## config.mk

```make
export PLATFORM = sky130hd
export DESIGN_NAME = rr_arbiter8
export DESIGN_NICKNAME = d
export VERILOG_FILES = /design/src/rtl/rr_arbiter8.sv
export SDC_FILE = /design/constraint.sdc
export NUM_CORES = 1
export LEC_CHECK = 0
export ABC_AREA = 1
export ABC_CLOCK_PERIOD_IN_PS = 2350
export CAP_MARGIN = 30
export CORE_MARGIN = 2
export CORE_UTILIZATION = 55
export CTS_CLUSTER_DIAMETER = 150
export DETAILED_ROUTE_END_ITERATION = 16
export GPL_ROUTABILITY_DRIVEN = 0
export HOLD_SLACK_MARGIN = 0.08
export PLACE_DENSITY = 0.85
export SYNTH_ARGS = -nofsm -noshare
export SYNTH_HDL_FRONTEND = slang
export SYNTH_SLANG_ARGS = --single-unit
```

## constraint.sdc

```tcl
create_clock -name clk -period 2.35 [get_ports clk]
set_input_delay 0.235 -clock clk [delete_from_list [all_inputs] [get_ports clk]]
set_output_delay 0.235 -clock clk [all_outputs]
set_load 0.03 [all_outputs]
```

## src/rtl/rr_arbiter8.sv

```systemverilog
// rr_arbiter8: eight-way round-robin arbiter with a per-grant hold limit.
// Ports: clk, rst (async, active high), en, req[7:0] in;
//        gnt[7:0], gnt_idx[2:0], gnt_valid, preempt out (all registered).
module rr_arbiter8 #(
    parameter int MAX_HOLD = 16
) (
    input  logic       clk,
    input  logic       rst,
    input  logic       en,
    input  logic [7:0] req,
    output logic [7:0] gnt,
    output logic [2:0] gnt_idx,
    output logic       gnt_valid,
    output logic       preempt
);

    localparam int CW = $clog2(MAX_HOLD + 1);

    localparam logic [0:0] IDLE = 1'b0;
    localparam logic [0:0] BUSY = 1'b1;

    localparam logic [CW-1:0] HOLD_MAX = CW'(MAX_HOLD);
    localparam logic [CW-1:0] HOLD_ONE = CW'(1);

    logic [0:0]    state_q;
    logic [0:0]    state_d;
    logic [2:0]    ptr_q;
    logic [2:0]    ptr_d;
    logic [CW-1:0] cnt_q;
    logic [CW-1:0] cnt_d;
    logic [7:0]    gnt_d;
    logic [2:0]    idx_d;
    logic          valid_d;
    logic          pre_d;

    logic [2:0]    cand;
    logic [2:0]    pick_idx;
    logic          pick_hit;
    logic          own_req;
    logic          hold_done;

    // Rotating priority search. Offsets are scanned from 7 down to 0
    // so the last hit, i.e. the one closest to ptr, wins.
    always_comb begin
        cand     = ptr_q;
        pick_idx = ptr_q;
        pick_hit = 1'b0;
        for (int i = 7; i >= 0; i--) begin
            cand = ptr_q + 3'(i);
            if (req[cand]) begin
                pick_hit = 1'b1;
                pick_idx = cand;
            end
        end
    end

    assign own_req   = req[gnt_idx];
    assign hold_done = (cnt_q == HOLD_MAX);

    always_comb begin
        state_d = state_q;
        ptr_d   = ptr_q;
        cnt_d   = cnt_q;
        gnt_d   = gnt;
        idx_d   = gnt_idx;
        valid_d = gnt_valid;
        pre_d   = 1'b0;
        unique case (state_q)
            IDLE: begin
                if (en && pick_hit) begin
                    state_d = BUSY;
                    gnt_d   = 8'h01 << pick_idx;
                    idx_d   = pick_idx;
                    valid_d = 1'b1;
                    cnt_d   = HOLD_ONE;
                end
            end
            BUSY: begin
                // Release is tested first so it masks a
                // coincident timeout and suppresses preempt.
                if (!own_req) begin
                    state_d = IDLE;
                    gnt_d   = 8'h00;
                    valid_d = 1'b0;
                    ptr_d   = gnt_idx + 3'd1;
                    cnt_d   = '0;
                end else if (hold_done) begin
                    state_d = IDLE;
                    gnt_d   = 8'h00;
                    valid_d = 1'b0;
                    pre_d   = 1'b1;
                    ptr_d   = gnt_idx + 3'd1;
                    cnt_d   = '0;
                end else if (cnt_q < HOLD_MAX) begin
                    cnt_d   = cnt_q + HOLD_ONE;
                end
            end
            default: begin
                state_d = IDLE;
                gnt_d   = 8'h00;
                valid_d = 1'b0;
                cnt_d   = '0;
            end
        endcase
    end

    always_ff @(posedge clk or posedge rst) begin
        if (rst) begin
            state_q   <= IDLE;
            ptr_q     <= 3'd0;
            cnt_q     <= '0;
            gnt       <= 8'h00;
            gnt_idx   <= 3'd0;
            gnt_valid <= 1'b0;
            preempt   <= 1'b0;
        end else begin
            state_q   <= state_d;
            ptr_q     <= ptr_d;
            cnt_q     <= cnt_d;
            gnt       <= gnt_d;
            gnt_idx   <= idx_d;
            gnt_valid <= valid_d;
            preempt   <= pre_d;
        end
    end

endmodule

```

# [After elaboration in Yosys (flattened, before gate mapping)]
# Index checks and enable logic that the tools add are counted.
[word_totals] ff_bits=22 out_inout_bits=13 elab_cells=94
[op_classes] addsub=9 order_cmp=10 eq_ne=5 shift=1 mux=56 n_bitwise=1 reduce_logical=5
[op_table] cell="$lt A3 B4 Y1 const B" count=9
[op_table] cell="$mux W3" count=10
[op_table] cell="$bmux W1 S3" count=9
[op_table] cell="$mux W1" count=26
[op_table] cell="$mux W8" count=3
[op_table] cell="$mux W5" count=4
[op_table] cell="$pmux W8 S2" count=1
[op_table] cell="$add A3 B3 Y3 const B" count=4
[op_table] cell="$pmux W5 S2" count=1
[op_table] cell="$reduce_and A2 Y1" count=4
[op_table] cell="$shl A1 B3 Y8 const A" count=1
[op_table] cell="$add A3 B1 Y3 const B" count=2
[op_table] cell="$add A3 B2 Y3 const B" count=2
[op_table] cell="$add A5 B1 Y5 const B" count=1
[op_table] cell="$eq A5 B5 Y1 const B" count=1
[op_table] cell="$lt A5 B5 Y1 const B" count=1
[op_table] cell="$ne A4 B2 Y1 const B" count=1
[op_table] cell="$pmux W1 S2" count=2
[op_table] cell="$ne A3 B2 Y1 const B" count=1
[op_table] cell="$ne A2 B1 Y1 const B" count=1
[op_table] cell="$ne A2 B2 Y1 const B" count=1
[op_table] cell="$logic_and A1 B1 Y1" count=1
[op_table] cell="$not A1 Y1" count=1

# [Logic depth before layout (Yosys ltp)]
# Gate-level depths: netlist of run 1.
[depth] depth_word=14 ltp_mapped=21

# [Worst setup path after synthesis of run 1]
# OpenSTA, ideal clock, no wires.
[synth_path] path_type="reg-to-reg" start="reg ptr_q[1]" end="reg cnt_q[4]" arrival_ns=2.019 required_ns=2.223 slack_ns=0.204 path_stages_with_launch=15 period_less_slack_ns=2.146 path_cell_list="dfrtp_1 > buf_6 > inv_6 > ha_1 > buf_2 > inv_2 > nand3_1 > nand3_1 > nand2_2 > nor3_2 > nand4_2 > nand3_4 > nand2_2 > o211ai_1 > o21ai_1"
[synth_between] elab_chain_len=14 elab_cells_between_ends=34
[synth_rtl] item="start, declared" line="27" rtl="logic [2:0] ptr_q;"
[synth_rtl] item="start signal, assigned" line="118" rtl="ptr_q <= ptr_d;"
[synth_rtl] item="$add A3 B3 Y3" line="49" rtl="cand = ptr_q + 3'(i);"
[synth_rtl] item="$bmux W1 S3" line="50" rtl="if (req[cand]) begin"
[synth_rtl] item="$mux W1 (implied by the code)" line="50"
[synth_rtl] item="$mux W1 (7 in a row)" line="50"
[synth_rtl] item="$mux W1 *" line="50"
[synth_rtl] item="$logic_and A1 B1 Y1 *" line="70" rtl="if (en && pick_hit) begin"
[synth_rtl] item="$ne A2 B2 Y1 (no source line) *"
[synth_rtl] item="$reduce_and A2 Y1 (no source line) *"
[synth_rtl] item="end signal, assigned" line="119" rtl="cnt_q <= cnt_d;"
[synth_rtl] item="end, declared" line="29" rtl="logic [CW-1:0] cnt_q;"
# Every way passes the cells marked *; elsewhere a longest branch is shown, timed or not. The select of a mux whose other input is x is not followed.
# A chain may end at the register's enable or synchronous reset.

# [Worst setup path after layout of run 1]
[layout_path] start="reg ptr_q[1]" end="reg gnt[3]"
[layout_between] elab_chain_len=14 elab_cells_between_ends=45
[layout_rtl] item="$add A3 B3 Y3" line="49"
[layout_rtl] item="$bmux W1 S3" line="50"
[layout_rtl] item="$mux W1 (implied by the code)" line="50"
[layout_rtl] item="$mux W3 or $mux W1 (tied branches) (8 in a row)" line="50"
[layout_rtl] item="$shl A1 B3 Y8 or $logic_and A1 B1 Y1 (tied branches)" line="72, 70"
[layout_rtl] item="$mux W8 or $ne A2 B2 Y1 (tied branches)"
[layout_rtl] item="$pmux W8 S2 or $reduce_and A2 Y1 (tied branches)"
[layout_rtl] item="end signal, assigned" line="120" rtl="gnt <= gnt_d;"
[layout_rtl] item="end, declared" line="11" rtl="output logic [7:0] gnt,"
# Parallel ways exist; a longest one is shown, timed or not. The select of a mux whose other input is x is not followed.

==> results of run 1 <==
[cell usage in the layout, fill, tap and decap left out, types with 2 or more instances in the layout]
cell,instances
nand2_1,77
nand3_1,36
clkdlybuf4s50_1,23
dfrtp_1,22
inv_1,21
nand2_2,12
nand3_2,10
a21oi_1,10
o21ai_0,9
inv_2,8
nor2_1,8
o21ai_1,6
buf_4,6
a21oi_2,3
ha_1,3
clkbuf_4,3
a31oi_1,2
mux2i_1,2
o221ai_1,2
[layer usage]
metal	GRT usage	share of wire	wire length [um]	up-vias
li1	-	-	-	887
met1	0.3356	0.45	1851	804
met2	0.4115	0.48	1966	59
met3	0.02985	0.058	237	8
met4	0.07764	0.014	57	0
met5	0	0	0	-
[logic make-up (layout without fill, tap and decap cells)]
family,count (synthesis),in the layout,synth area share
compound gates,33,33,0.1056
buf+inv,36,65,0.09558
fa+ha+maj,5,5,0.03566
simple gates,151,151,0.4230
flops,22,22,0.3138
xor+xnor,3,3,0.01498
mux,2,2,0.01141
[flip-flops by register name (all words and copies together), names as in the netlist]
name	cells
preempt	1
gnt_valid	1
ptr_q	3
cnt_q	5
gnt	8
state_q	1
gnt_idx	3
[per-stage QoR]
stage	utilization	setup TNS [ns]	setup slack, ns
after floorplan	-	0	0.2044
after global placement	0.6652	0	0.1466
after detailed placement	0.6652	0	0.09292
after CTS	0.6770	0	0.05585
after global routing	0.6971	-0.07346	-0.03768
final	0.6971	0	0.1694
[layout make-up]
type,count,area share
multi-input cells,194,0.5085
repair buffers,29,0.1293
flip-flops and latches,22,0.2587
inverters,32,0.06055
clock buffers,4,0.01705
well taps,44,0.02587
[path summary, 6_finish.rpt]
check / from / to / slack (ns) / cells past startpoint
max: ptr_q[1]$_DFFE_PP0P_ / gnt[3]$_DFFE_PP0P_ / 0.17 / 15
max in group asynchronous: rst / ptr_q[2]$_DFFE_PP0P_ / 1.46 / 2
min: rst / gnt[2]$_DFFE_PP0P_ / 0.38 / 2
max reg2reg: ptr_q[1]$_DFFE_PP0P_ / gnt[3]$_DFFE_PP0P_ / 0.17 / 15
min in group clk: gnt[0]$_DFFE_PP0P_ / gnt[0]$_DFFE_PP0P_ / 0.50 / 2
min reg2reg: gnt[0]$_DFFE_PP0P_ / gnt[0]$_DFFE_PP0P_ / 0.50 / 2
[worst max-delay path: cells and delay by family, from the launching register on]
family	cells	cell delay [ns]
AO/OA/AOI/OAI	1	0.06
adder cells (fa/ha/maj)	1	0.22
buffers and inverters	5	0.41
flip-flops	1	0.39
AND/OR/NAND/NOR	8	1.00
[what timing repair did]
item,CTS,global route
resized for setup,0,9
setup endpoints to repair,0,15
setup buffers,0,2
==> results_dict.tcl, run 1 <==
set metrics [dict create \
    path_cells "buf_4, inv_6, ha_4, inv_2, nand3_1, nand3_1, nand2_2, nor3_2, nand4_2, nand3_4, inv_2, nand2_1, inv_2, nand2_1, o21ai_1" \
    clk_pin_slew_ns 0.12 \
    numCtsBuffers 3 \
    die_x_um 60.48 \
    period_needed_ns 2.181 \
    via_per_inst 5.409 \
    antenna_found_initial 0 \
    die_h_um 60.48 \
    drt_iter0_markers 127 \
    overflow 0 \
    async_reset_ff_frac 1.000 \
    worstSetupPathType "register to register" \
    synth_commonest_cells "78 x nand2_1, 38 x nand3_1, 22 x dfrtp_1, 21 x inv_1" \
    h-tree-depth 1 \
    clkSinkCount 22 \
    clock_path_buffers 2 \
    post-dp-hpwl_um 3180 \
    grtUsageTotal 0.2460 \
    grt_pass1_wl_um 6879 \
    antenna_cells 0 \
    synth_top_area_share 0.3138 \
    wire_per_inst_um 12.65 \
    grt_pass1_vias 1621 \
    start_util 0.5746 \
    min_path_type "input port to async pin" \
    max-slew-margin-rel 0.4395 \
    placedCellCount 319 \
    worst_ep_arrival_time_ns 2.39 \
    drive_gt1_frac 0.1993 \
    seq_area_frac_synth 0.3138 \
    yosysUniqueCellTypes 32 \
    clock-skew-final_ns 0.002008 \
    vias 1758 \
    cp_data_required_time_ns 2.56 \
    postSynthAreaPerCell_sq_um 6.961 \
    fin_area_sq_mm 0.002128 \
    finalHoldViolations 0 \
    cap_violations 0 \
    stdcell_count 325 \
    die-area_sq_mm 0.003657 \
    timing.fmax_ghz 0.4586 \
    worstMarginPinSlew_ns 0.8399 \
    setup.worst_path.start_class "register" \
    slowest_stage "dfrtp_1" \
    dr.pass1.iters 4 \
    synth_most_common_cell "nand2_1" \
    core_area_sq_mm 0.003053 \
    crit_path_max_fanout 7 \
    ys.flop_type "dfrtp_1" \
    regArea_sq_um 550.5 \
    yosysWarnings 0 \
    rows 20 \
    setup-violations-final 0 \
    slew_violations 0 \
    synth_fp_nets 268 \
    routed_wirelength_um 4112 \
    whs_ns 0.3805 \
    final_antenna_net_count 0 \
    synth-seq-cells 22 \
    synth_edf_count 0 \
    placed_area_sq_mm 0.002031 \
    nFillCells 270 \
    grt_max_degree 23 \
    syn_area_sq_mm 0.001754 \
    synthCells 252 \
    clk_latency_ns 0.31 \
    crit_top_cell "inv_2" \
    io_buffer_count 23 \
    slowest_delay_ns 0.39 \
    yosysTopAreaCell "dfrtp_1" \
    fin_crit_sh 0.9279 \
    hold_buffers 0 \
    clockRootBuffer "clkbuf_4" \
    yosys-top-cells-area "dfrtp_1 31%, nand2_1 17%, nand3_1 11%" \
    ios 24 \
    worstSetupEndpointType "register" \
    post-route-drc-count 0 \
    cts_tree "done" \
    area_growth_syn_to_layout_pct 21.33 \
    nets 298 \
    multi_input_area_sq_mm 0.001082 \
    outcome "complete, no violations" \
]
Power of run 1 is not shown: default switching activity piles up to over one toggle a cycle in this logic, so the estimate is an artifact.
==> inputs of run 2 (changes only) <==
- SKIP_LAST_GASP: default -> 1
==> results of run 2 <==
The final DEF is identical to that of run 1; final timing and power are the same.
Power of run 2 is left out for the same reason.
